`config.mk`:
```
export PLATFORM = sky130hd
export DESIGN_NAME = rr_handshake_arbiter
export DESIGN_NICKNAME = d
export VERILOG_FILES = /design/src/rtl/rr_handshake_arbiter.sv
export SDC_FILE = /design/constraint.sdc
export NUM_CORES = 1
export LEC_CHECK = 0
export CAP_MARGIN = 20
export CORE_ASPECT_RATIO = 0.6
export CORE_MARGIN = 2
export CORE_UTILIZATION = 40
export CTS_CLUSTER_SIZE = 25
export DETAILED_ROUTE_END_ITERATION = 8
export PLACE_DENSITY_LB_ADDON = 0.2
export SLEW_MARGIN = 0
export SYNTH_ARGS = -nofsm -noshare
export SYNTH_HDL_FRONTEND = slang
export SYNTH_SLANG_ARGS = --single-unit
```
`constraint.sdc`:
```
create_clock -name CLK -period 2.8 [get_ports CLK]
set_input_delay 0.56 -clock CLK [delete_from_list [all_inputs] [get_ports CLK]]
set_output_delay 0.56 -clock CLK [all_outputs]
set_load 0.01 [all_outputs]
```
`src/rtl/rr_handshake_arbiter.sv`:
```
// Round-robin arbiter: N ready/valid request channels merged into one registered
// ready/valid output backed by a two-entry buffer (head register + skid entry).
`timescale 1ns/1ps
module rr_handshake_arbiter #(
  parameter int WIDTH = 4,
  parameter int N     = 3,
  parameter int SELW  = 2
) (
  input  logic                 CLK,
  input  logic                 ASYNCRESET,
  input  logic [N-1:0]         in_valid,
  output logic [N-1:0]         in_ready,
  input  logic [N*WIDTH-1:0]   in_data,
  output logic                 out_valid,
  input  logic                 out_ready,
  output logic [WIDTH-1:0]     out_data,
  output logic [SELW-1:0]      out_sel,
  output logic                 busy
);

  logic [1:0]       count;
  logic [SELW-1:0]  ptr;
  logic [WIDTH-1:0] skid_data_p1;
  logic [SELW-1:0]  skid_sel_p1;

  logic [N-1:0]     grant;
  logic [SELW-1:0]  grant_idx;
  logic [WIDTH-1:0] grant_data;
  logic             grant_any;
  int               idx;
  logic             not_full;
  logic             push;
  logic             pop;

  function automatic logic [SELW-1:0] wrap_inc(input logic [SELW-1:0] i);
    logic [SELW-1:0] r;
    if (i == SELW'(N - 1)) r = '0;
    else                   r = i + 1'b1;
    return r;
  endfunction

  // Stage p0: rotating priority scan starting at ptr, first valid channel wins.
  always_comb begin
    grant      = '0;
    grant_idx  = '0;
    grant_data = '0;
    grant_any  = 1'b0;
    idx        = 0;
    for (int k = 0; k < N; k++) begin
      idx = int'(ptr) + k;
      if (idx >= N) idx = idx - N;
      if (!grant_any && in_valid[idx]) begin
        grant_any      = 1'b1;
        grant[idx]     = 1'b1;
        grant_idx      = SELW'(idx);
        grant_data     = in_data[idx*WIDTH +: WIDTH];
      end
    end
  end

  // Readiness comes only from the registered count, so a pop never frees a slot
  // within the same cycle.
  assign not_full  = (count != 2'd2);
  assign in_ready  = grant & {N{not_full & ~ASYNCRESET}};
  assign push      = grant_any & not_full;
  assign out_valid = (count != 2'd0);
  assign busy      = out_valid;
  assign pop       = out_valid & out_ready;

  // Stage p1: head register drives out_* directly; the skid entry holds the
  // second beat. The head keeps the last popped beat when the buffer empties.
  always_ff @(posedge CLK or posedge ASYNCRESET) begin
    if (ASYNCRESET) begin
      count        <= 2'd0;
      ptr          <= '0;
      out_data     <= '0;
      out_sel      <= '0;
      skid_data_p1 <= '0;
      skid_sel_p1  <= '0;
    end else begin
      if (push) ptr <= wrap_inc(grant_idx);
      case ({push, pop})
        2'b10: begin
          if (count == 2'd0) begin
            out_data <= grant_data;
            out_sel  <= grant_idx;
            count    <= 2'd1;
          end else begin
            skid_data_p1 <= grant_data;
            skid_sel_p1  <= grant_idx;
            count        <= 2'd2;
          end
        end
        2'b01: begin
          if (count == 2'd2) begin
            out_data <= skid_data_p1;
            out_sel  <= skid_sel_p1;
          end
          count <= count - 2'd1;
        end
        2'b11: begin
          // Only reachable at count==1: the incoming beat replaces the popped head.
          out_data <= grant_data;
          out_sel  <= grant_idx;
        end
        default: ;
      endcase
    end
  end

endmodule

```
==> results.sh, run 1 <==
export IMPL_status="finished clean"
export IMPL_drc_errors=0
export IMPL_postCtsSetupBuffers=0
export IMPL_r2r_cells=9
export IMPL_layout_common_cells="buf_4, clkdlybuf4s50_1, dfrtp_1"
export IMPL_highest_layer="met4"
export IMPL_io_buffers=28
export IMPL_max_slew_margin_pct=58.4
export IMPL_cp_top_family="buffers and inverters"
export IMPL_worst_slack_ns=0.0570
export IMPL_maxCapViolCount=0
export IMPL_hold_class="register to register"
export IMPL_p_comb_share_pct=78.0
export IMPL_synth_compound_area_share_pct=35.3
export IMPL_cp_end_kind="primary output"
export IMPL_synth_adder_area_share_pct=6.28
export IMPL_syn_area_mm2=0.00159
export IMPL_drv_slew=0
export IMPL_globalRouteTotalUtil_pct=21.6
export IMPL_ys_seq_area_share_pct=25.1
export IMPL_nFillCells=336
export IMPL_dr_pass1_iters=4
export IMPL_grt_pass1_wl_um=7630
export IMPL_crit_top_cell="buf_4"
export IMPL_powerDensity_mw_per_mm2=1320
export IMPL_synth_top_family_by_area="compound AO/OA/AOI/OAI gates"
export IMPL_clockBufferDepth=2
export IMPL_die_h_um=52.9
export IMPL_clk_latency_ns=0.25
export IMPL_drt_initial_drc_count=93
export IMPL_netlist_instances=170
export IMPL_yosysUniqueCellTypes=52
export IMPL_setup_violations=0
export IMPL_antenna_found_initial=0
export IMPL_diodes=0
export IMPL_p_total_mw=2.87
export IMPL_clk_pin_slew_ns=0.06
export IMPL_dp_slack_ns=-0.393
export IMPL_root_buffer="clkbuf_8"
export IMPL_dp_hpwl_um=3520
export IMPL_layout_commonest_cell="buf_4"
export IMPL_yosysWarnings=0
export IMPL_grt_max_degree=17
export IMPL_rows=17
export IMPL_io_pins=29
export IMPL_place_gp_congestion=0.917
export IMPL_final_cells=268
export IMPL_worstHoldPathCells=2
export IMPL_swShare_pct=47.1
export IMPL_syn_avg_cell_area_um2=9.38
export IMPL_clockPowerShare_pct=7.3
export IMPL_hold_viol=0
export IMPL_arrival_ns=2.18
export IMPL_wire_per_inst_um=17.0
export IMPL_rrSetupSlack_ns=0.47
export IMPL_syn_nets=196
export IMPL_nets=248
export IMPL_initial_core_util_pct=42.6
export IMPL_ant_nets=0
export IMPL_p_sw_mw=1.35
export IMPL_grt_ovfl_total=0
export IMPL_die_x_um=85.5
export IMPL_cp_cell_sequence="clkdlybuf4s50_1 -> buf_4 -> nand3b_1 -> o21ai_4 -> buf_4 -> a21oi_1 -> nor3_2 -> clkdlybuf4s15_1"
export IMPL_grt_pass1_vias=1547
export IMPL_cts_tree="done"
export IMPL_power_frac_seq_pct=14.8
export IMPL_routed_wl_met2_um=2070
export IMPL_cts_htree_levels=1
export IMPL_tightest_slew_ns=0.624
export IMPL_synthMuxAreaShare_pct=12.6
export IMPL_p_leak_nw=0.918
export IMPL_vias=1577
export IMPL_required_ns=2.24
export IMPL_fmax_mhz=365
export IMPL_crit_buf_inv=4
export IMPL_drt_total_wl_um=4560
export IMPL_critical_path_max_stage_delay_ns=0.48
export IMPL_drt_met1_wl_um=2230
export IMPL_avgViaCountPerCell=5.88
export IMPL_period_needed_ns=2.74
export IMPL_peakVddDrop_v=0.000712
export IMPL_dieArea_mm2=0.00452
export IMPL_critPathSlowestCell="clkdlybuf4s50_1"
export IMPL_drive_gt1_share_pct=28.5
export IMPL_cp_max_fo=6
export IMPL_fin_skew_ns=0.000905
export IMPL_core_mm2=0.00374
export IMPL_clock_sinks=16
export IMPL_synth_xor_xnor_area_share_pct=0
export IMPL_critical_path_cell_count=8
export IMPL_crit_type="input pin to primary output"
export IMPL_dp_cells=264
export IMPL_syn_to_final_growth_pct=36.4
export IMPL_cts_made_buffers=3
export IMPL_timing_final_crit_share_pct=98.0
export IMPL_met3_length_um=242
export IMPL_p_int_mw=1.52
export IMPL_synth_seq_cells=16
export IMPL_startpoint_type="input pin"
export IMPL_synth_simple_gate_area_share_pct=13.3
-- worst register-to-register path: cells and delay by family (launching register included) --
kind | cells | cell delay (ns)
fa+ha+maj | 1 | 0.22
buf+inv | 3 | 0.49
mux | 1 | 0.21
compound gates | 4 | 0.91
flops | 1 | 0.40
-- power groups by stage --
stage	clock network, mW	logic [mW]	registers, mW
2_1_floorplan	0	1.42	0.441
3_3_place_gp	0	2.09	0.416
3_5_place_dp	0	2.14	0.428
4_1_cts	0.210	2.16	0.423
5_1_grt	0.222	2.43	0.436
6_report	0.208	2.24	0.425
-- cell families after synthesis --
logic type / count (synthesis)
compound gates: 64
mux: 17
simple gates: 43
fa+ha+maj: 8
buf+inv: 22
flops: 16
-- area by class of cell --
cell class                      count  area (um2)  share of cell area, %
Sequential cell                    16         400                   18.4
Tap cell                           47        58.8                   2.70
Multi-Input combinational cell    132        1120                   51.4
Clock buffer                        4        55.1                   2.53
Timing Repair Buffer               56         493                   22.7
Inverter                           13        48.8                   2.24
-- timing repair --
action                     in CTS  in global routing
setup endpoints to repair       3                  3
resized for setup              11                 13
hold buffers                    0                  0
-- routing by layer --
layer  track usage (%)  vias up
met5                 0        -
met4              3.70        0
met3              4.84        2
met2              33.6       48
met1              31.1      779
li1                  -      748
-- sequential cells by signal, summed over array words and instances (netlist names) --
register      cells
skid_data_p1      4
out_data          4
out_sel           2
skid_sel_p1       2
ptr               2
count             2
-- cell usage after synthesis (all sizes together) --
library cell	n	area [um2]
a2111oi	3	51.3
a211o	1	8.76
a211oi	1	7.51
a21o	1	7.51
a21oi	11	58.8
a221oi	6	71.3
a22o	4	35.0
a2bb2oi	6	52.6
a311oi	1	26.3
a31oi	4	31.3
a32oi	3	26.3
and2	3	18.8
and2b	1	7.51
buf	7	62.6
clkbuf	2	7.51
dfrtp	16	400
ha	8	100
inv	13	48.8
mux2	5	63.8
mux2i	12	136
nand2	5	18.8
nand2b	3	18.8
nand3	2	10.0
nand3b	1	7.51
nor2	15	56.3
nor2b	3	18.8
nor3	7	35.0
nor3b	1	7.51
nor4	1	6.26
o2111ai	2	17.5
o211ai	1	7.51
o21a	3	30.0
o21ai	11	70.1
o22ai	2	12.5
o31ai	4	48.8
or2	1	6.26
-- path summary, 6_finish.rpt --
check                             from           to
max                        in_valid[2]  in_ready[1]
min                         out_sel[0]   out_sel[0]
max reg2reg                     ptr[0]     count[0]
min reg2reg                 out_sel[0]   out_sel[0]
max in group asynchronous   ASYNCRESET  out_data[0]
min in group asynchronous   ASYNCRESET       ptr[1]
-- stage by stage --
stage | TNS, ns | util, % | hold WS [ns] | instance area [um2]
global placement | -0.826 | 55.4 | 0.472 | 2070
detailed placement | -0.991 | 55.4 | 0.477 | 2070
finish | 0 | 58.1 | 0.487 | 2170
CTS | 0 | 57.0 | 0.491 | 2130
global route | -0.0519 | 58.1 | 0.512 | 2170
floorplan | 0 | - | 0.474 | 1600
Power figures use the tool's default switching activity.
==> run 2: changes to the inputs <==
SETUP_SLACK_MARGIN = 0.4   (was not set)
==> results.sh, run 2 (same netlist as run 1, synthesis figures left out) <==
export IMPL_layout_common_cells="buf_4, clkdlybuf4s50_1, dfrtp_1"
export IMPL_startpoint_type="register"
export IMPL_peakVddDrop_v=0.000881
export IMPL_cts_hold_buf=0
export IMPL_grt_pass1_wl_um=8020
export IMPL_cp_max_fo=3
export IMPL_hold_slack_ns=0.505
export IMPL_wire_per_inst_um=17.6
export IMPL_drt_initial_drc_count=107
export IMPL_clk_pin_slew_ns=0.07
export IMPL_fin_skew_ns=0.00417
export IMPL_placed_area_mm2=0.00211
export IMPL_nets=266
export IMPL_dp_hpwl_um=3540
export IMPL_fmax_mhz=374
export IMPL_drv_slew=0
export IMPL_cts_tree="done"
export IMPL_status="finished clean"
export IMPL_grt_ovfl_total=0
export IMPL_globalRouteTotalUtil_pct=23.2
export IMPL_period_needed_ns=2.67
export IMPL_root_buffer="clkbuf_8"
export IMPL_die_h_um=52.9
export IMPL_utilization_pct=67.2
export IMPL_p_leak_nw=1.04
export IMPL_syn_to_final_growth_pct=57.9
export IMPL_place_gp_congestion=0.887
export IMPL_ant_nets=0
export IMPL_setup_violations=0
export IMPL_layout_commonest_cell="buf_4"
export IMPL_clk_latency_ns=0.25
export IMPL_drive_gt1_share_pct=42.7
export IMPL_grt_max_degree=17
export IMPL_drt_total_wl_um=5040
export IMPL_p_total_mw=3.49
export IMPL_antenna_found_initial=0
export IMPL_maxCapViolCount=0
export IMPL_tightest_slew_ns=0.640
export IMPL_io_buffers=28
export IMPL_timing_final_crit_share_pct=95.4
export IMPL_cts_made_buffers=3
export IMPL_required_ns=2.24
export IMPL_clockBufferDepth=2
export IMPL_final_cells=286
export IMPL_hold_class="register to register"
export IMPL_top_regs="out_data: 4 flops, skid_data_p1: 4 flops"
export IMPL_dieArea_mm2=0.00452
export IMPL_initial_core_util_pct=42.6
export IMPL_hold_viol=0
export IMPL_die_x_um=85.5
export IMPL_drc_errors=0
export IMPL_max_slew_margin_pct=57.3
export IMPL_diodes=0
export IMPL_core_mm2=0.00374
export IMPL_clock_sinks=16
export IMPL_crit_type="register to primary output"
export IMPL_dp_cells=262
export IMPL_cts_htree_levels=1
export IMPL_io_pins=29
export IMPL_dr_pass1_iters=5
export IMPL_design_area_mm2=0.00252
export IMPL_dp_slack_ns=-0.246
export IMPL_powerDensity_mw_per_mm2=1390
export IMPL_nFillCells=285
export IMPL_vias=1643
export IMPL_grt_pass1_vias=1604
export IMPL_finalSetupTns_ns=0
export IMPL_rsz0062_at_grt="yes"
export IMPL_worst_slack_ns=0.128
export IMPL_rows=17
export IMPL_cp_end_kind="primary output"
export IMPL_avgViaCountPerCell=5.74
export IMPL_arrival_ns=2.11
[run 2: layout make-up]
| type | count | area (um2) | share of cell area [%] |
|---|---|---|---|
| sequential | 16 | 402 | 16.0 |
| tap | 47 | 58.8 | 2.34 |
| multi-input combinational | 132 | 1280 | 50.9 |
| inverter | 13 | 51.3 | 2.04 |
| clock buffer | 4 | 55.1 | 2.19 |
| timing repair buffer | 74 | 668 | 26.5 |
[run 2: worst paths after layout]
path / endpoint / cells past startpoint / from / slack [ns]
min in group asynchronous: ptr[0] / 3 / ASYNCRESET / 0.93
min reg2reg: out_sel[0] / 2 / out_sel[0] / 0.50
max reg2reg: skid_data_p1[0] / 12 / ptr[0] / 0.34
max: in_ready[2] / 10 / ptr[0] / 0.13
max in group asynchronous: ptr[1] / 3 / ASYNCRESET / 1.42
min: out_sel[0] / 2 / out_sel[0] / 0.50
[run 2: what timing repair did]
item                       4_1_cts  5_1_grt
setup endpoints to repair       10       18
setup buffers                   13        7
resized for setup               36       20
pin swaps                       10       18
cloned                           0        0
[run 2: critical path: stages, from the launching register on]
cell and delay [ns]:
dfrtp_1 0.38, inv_2 0.07, ha_4 0.29, buf_12 0.10, mux2i_4 0.29, o21ai_4 0.11, buf_4 0.15, buf_6 0.12
a31oi_4 0.13, nor3_2 0.05, buf_2 0.16
[run 2: power by group]
part | leakage [nW] | internal (mW) | switching (mW)
Clock | 0.0288 | 0.125 | 0.0841
Sequential | 0.191 | 0.355 | 0.0746
Combinational | 0.823 | 1.43 | 1.43
[run 2: per-layer routing]
metal	part of all wire, %	up-vias	GRT usage [%]	routed length, um
met5	0	-	0	0
met4	1.2	0	3.17	62
met3	7.1	8	5.77	359
met2	45	59	38.2	2250
met1	47	793	31.7	2370
li1	-	783	-	-
==> run 3: changes to the inputs <==
ABC_AREA = 0   (was not set)
CORE_MARGIN = not set   (was 2)
==> results.sh, run 3 (same netlist as run 1, synthesis figures left out) <==
export IMPL_rrSetupSlack_ns=0.38
export IMPL_drt_met1_wl_um=2440
export IMPL_p_leak_nw=1.07
export IMPL_grt_pass1_vias=1568
export IMPL_drt_total_wl_um=4980
export IMPL_cp_max_fo=5
export IMPL_drt_initial_drc_count=134
export IMPL_arrival_ns=2.11
export IMPL_crit_buf_inv=4
export IMPL_timing_rr_start="ptr[0]"
export IMPL_hold_slack_ns=0.491
export IMPL_clk_pin_slew_ns=0.07
export IMPL_core_mm2=0.00374
export IMPL_dp_cells=262
export IMPL_grt_pass1_wl_um=7480
export IMPL_hold_end="out_sel[0]"
export IMPL_io_pins=29
export IMPL_crit_top_cell="buf_6"
export IMPL_fin_skew_ns=0.00880
export IMPL_required_ns=2.24
export IMPL_avgViaCountPerCell=5.72
export IMPL_peakVddDrop_v=0.000799
export IMPL_critical_path_max_stage_delay_ns=0.45
export IMPL_drv_slew=0
export IMPL_grt_max_degree=17
export IMPL_setup_violations=0
export IMPL_place_gp_congestion=0.845
export IMPL_maxCapViolCount=0
export IMPL_layout_commonest_cell="buf_4"
export IMPL_drc_errors=0
export IMPL_routed_wl_met2_um=2280
export IMPL_die_x_um=83.5
export IMPL_cts_made_buffers=3
export IMPL_cts_htree_levels=1
export IMPL_rsz0062_at_grt="yes"
export IMPL_dp_hpwl_um=3300
export IMPL_max_slew_margin_pct=57.7
export IMPL_critPathSlowestCell="dfrtp_2"
export IMPL_fmax_mhz=375
export IMPL_ant_nets=0
export IMPL_cts_hold_buf=0
export IMPL_period_needed_ns=2.67
export IMPL_grt_ovfl_total=0
export IMPL_placed_area_mm2=0.00211
export IMPL_worst_slack_ns=0.134
export IMPL_clk_latency_ns=0.26
export IMPL_clockBufferDepth=2
export IMPL_powerDensity_mw_per_mm2=1410
export IMPL_io_buffers=28
export IMPL_clock_sinks=16
export IMPL_status="finished clean"
export IMPL_nets=269
export IMPL_antenna_found_initial=0
export IMPL_dp_slack_ns=-0.254
export IMPL_layout_common_cells="buf_4, clkdlybuf4s50_1, dfrtp_1"
export IMPL_hold_class="register to register"
export IMPL_rows=17
export IMPL_wire_per_inst_um=17.2
export IMPL_p_total_mw=3.69
export IMPL_hold_viol=0
export IMPL_r2r_cells=11
export IMPL_top_regs="out_data: 4 flops, skid_data_p1: 4 flops"
export IMPL_tightest_slew_ns=0.633
export IMPL_crit_type="register to primary output"
export IMPL_cp_top_family="buffers and inverters"
export IMPL_cts_tree="done"
export IMPL_min_from="out_sel[0]"
export IMPL_root_buffer="clkbuf_8"
export IMPL_highest_layer="met4"
export IMPL_cp_end_kind="primary output"
export IMPL_cp_cell_sequence="inv_4 -> ha_4 -> mux2i_4 -> o21ai_4 -> buf_6 -> buf_6 -> a31oi_4 -> nor3_2 -> buf_2"
export IMPL_syn_to_final_growth_pct=63.9
export IMPL_timing_final_crit_share_pct=95.2
export IMPL_dr_pass1_iters=4
export IMPL_startpoint_type="register"
export IMPL_r2r_end="out_sel[0]"
export IMPL_die_h_um=50.9
export IMPL_vias=1654
export IMPL_design_area_mm2=0.00261
export IMPL_diodes=0
export IMPL_worstHoldPathCells=2
export IMPL_met3_length_um=264
export IMPL_final_cells=289
export IMPL_globalRouteTotalUtil_pct=22.1
export IMPL_dieArea_mm2=0.00425
export IMPL_drive_gt1_share_pct=45.5
export IMPL_initial_core_util_pct=42.6
==> run 3: cell count changes in the layout (fill, tap and decap cells not counted), sizes merged <==
cell / previous run / this run
buf: 49 / 52
==> run 3: per-layer routing <==
metal  global-route usage (%)  up-vias
met4                     2.26        0
met5                        0        -
li1                         -      794
met1                     33.2      801
met3                     3.88        2
met2                     34.0       57
==> run 3: report_power, final <==
group,switching [mW],internal (mW)
sequential,0.0784,0.356
clock,0.0868,0.125
combinational,1.50,1.55
total,1.66,2.03
==> run 3: stage by stage <==
stage,setup TNS (ns),util (%)
2_1_floorplan,0,-
3_3_place_gp,-0.691,56.5
3_5_place_dp,-0.742,56.5
4_1_cts,0,61.9
5_1_grt,0,69.8
6_report,0,69.8
==> run 3: worst max path at each step <==
stage,start,end,slack [ns],cells past startpoint
floorplan,ptr[1],in_ready[0],0.40,8
global route,ptr[0],in_ready[0],0.05,8
finish,ptr[0],in_ready[2],0.13,9
detailed placement,in_valid[1],in_ready[1],-0.25,7
global placement,in_valid[2],in_ready[0],-0.25,7
CTS,ptr[0],in_ready[0],0.17,8
==> run 3: layout make-up <==
class | instances | area (um2)
Clock buffer | 4 | 55.1
Fill cell | 275 | 1130
Inverter | 13 | 53.8
Multi-Input combinational cell | 132 | 1350
Sequential cell | 16 | 403
Tap cell | 47 | 58.8
Timing Repair Buffer | 77 | 694
==> run 3: worst register-to-register path, delay by kind of cell (launching register included) <==
kind / cells / cell delay, ns
compound gates: 4 / 0.67
mux: 1 / 0.31
buf+inv: 5 / 0.61
flops: 1 / 0.42
fa+ha+maj: 1 / 0.30
==> run 3: what timing repair did <==
action / in CTS / in global routing
pin swaps: 5 / 18
setup endpoints to repair: 5 / 12
gates resized for setup: 32 / 37
setup buffers: 10 / 13
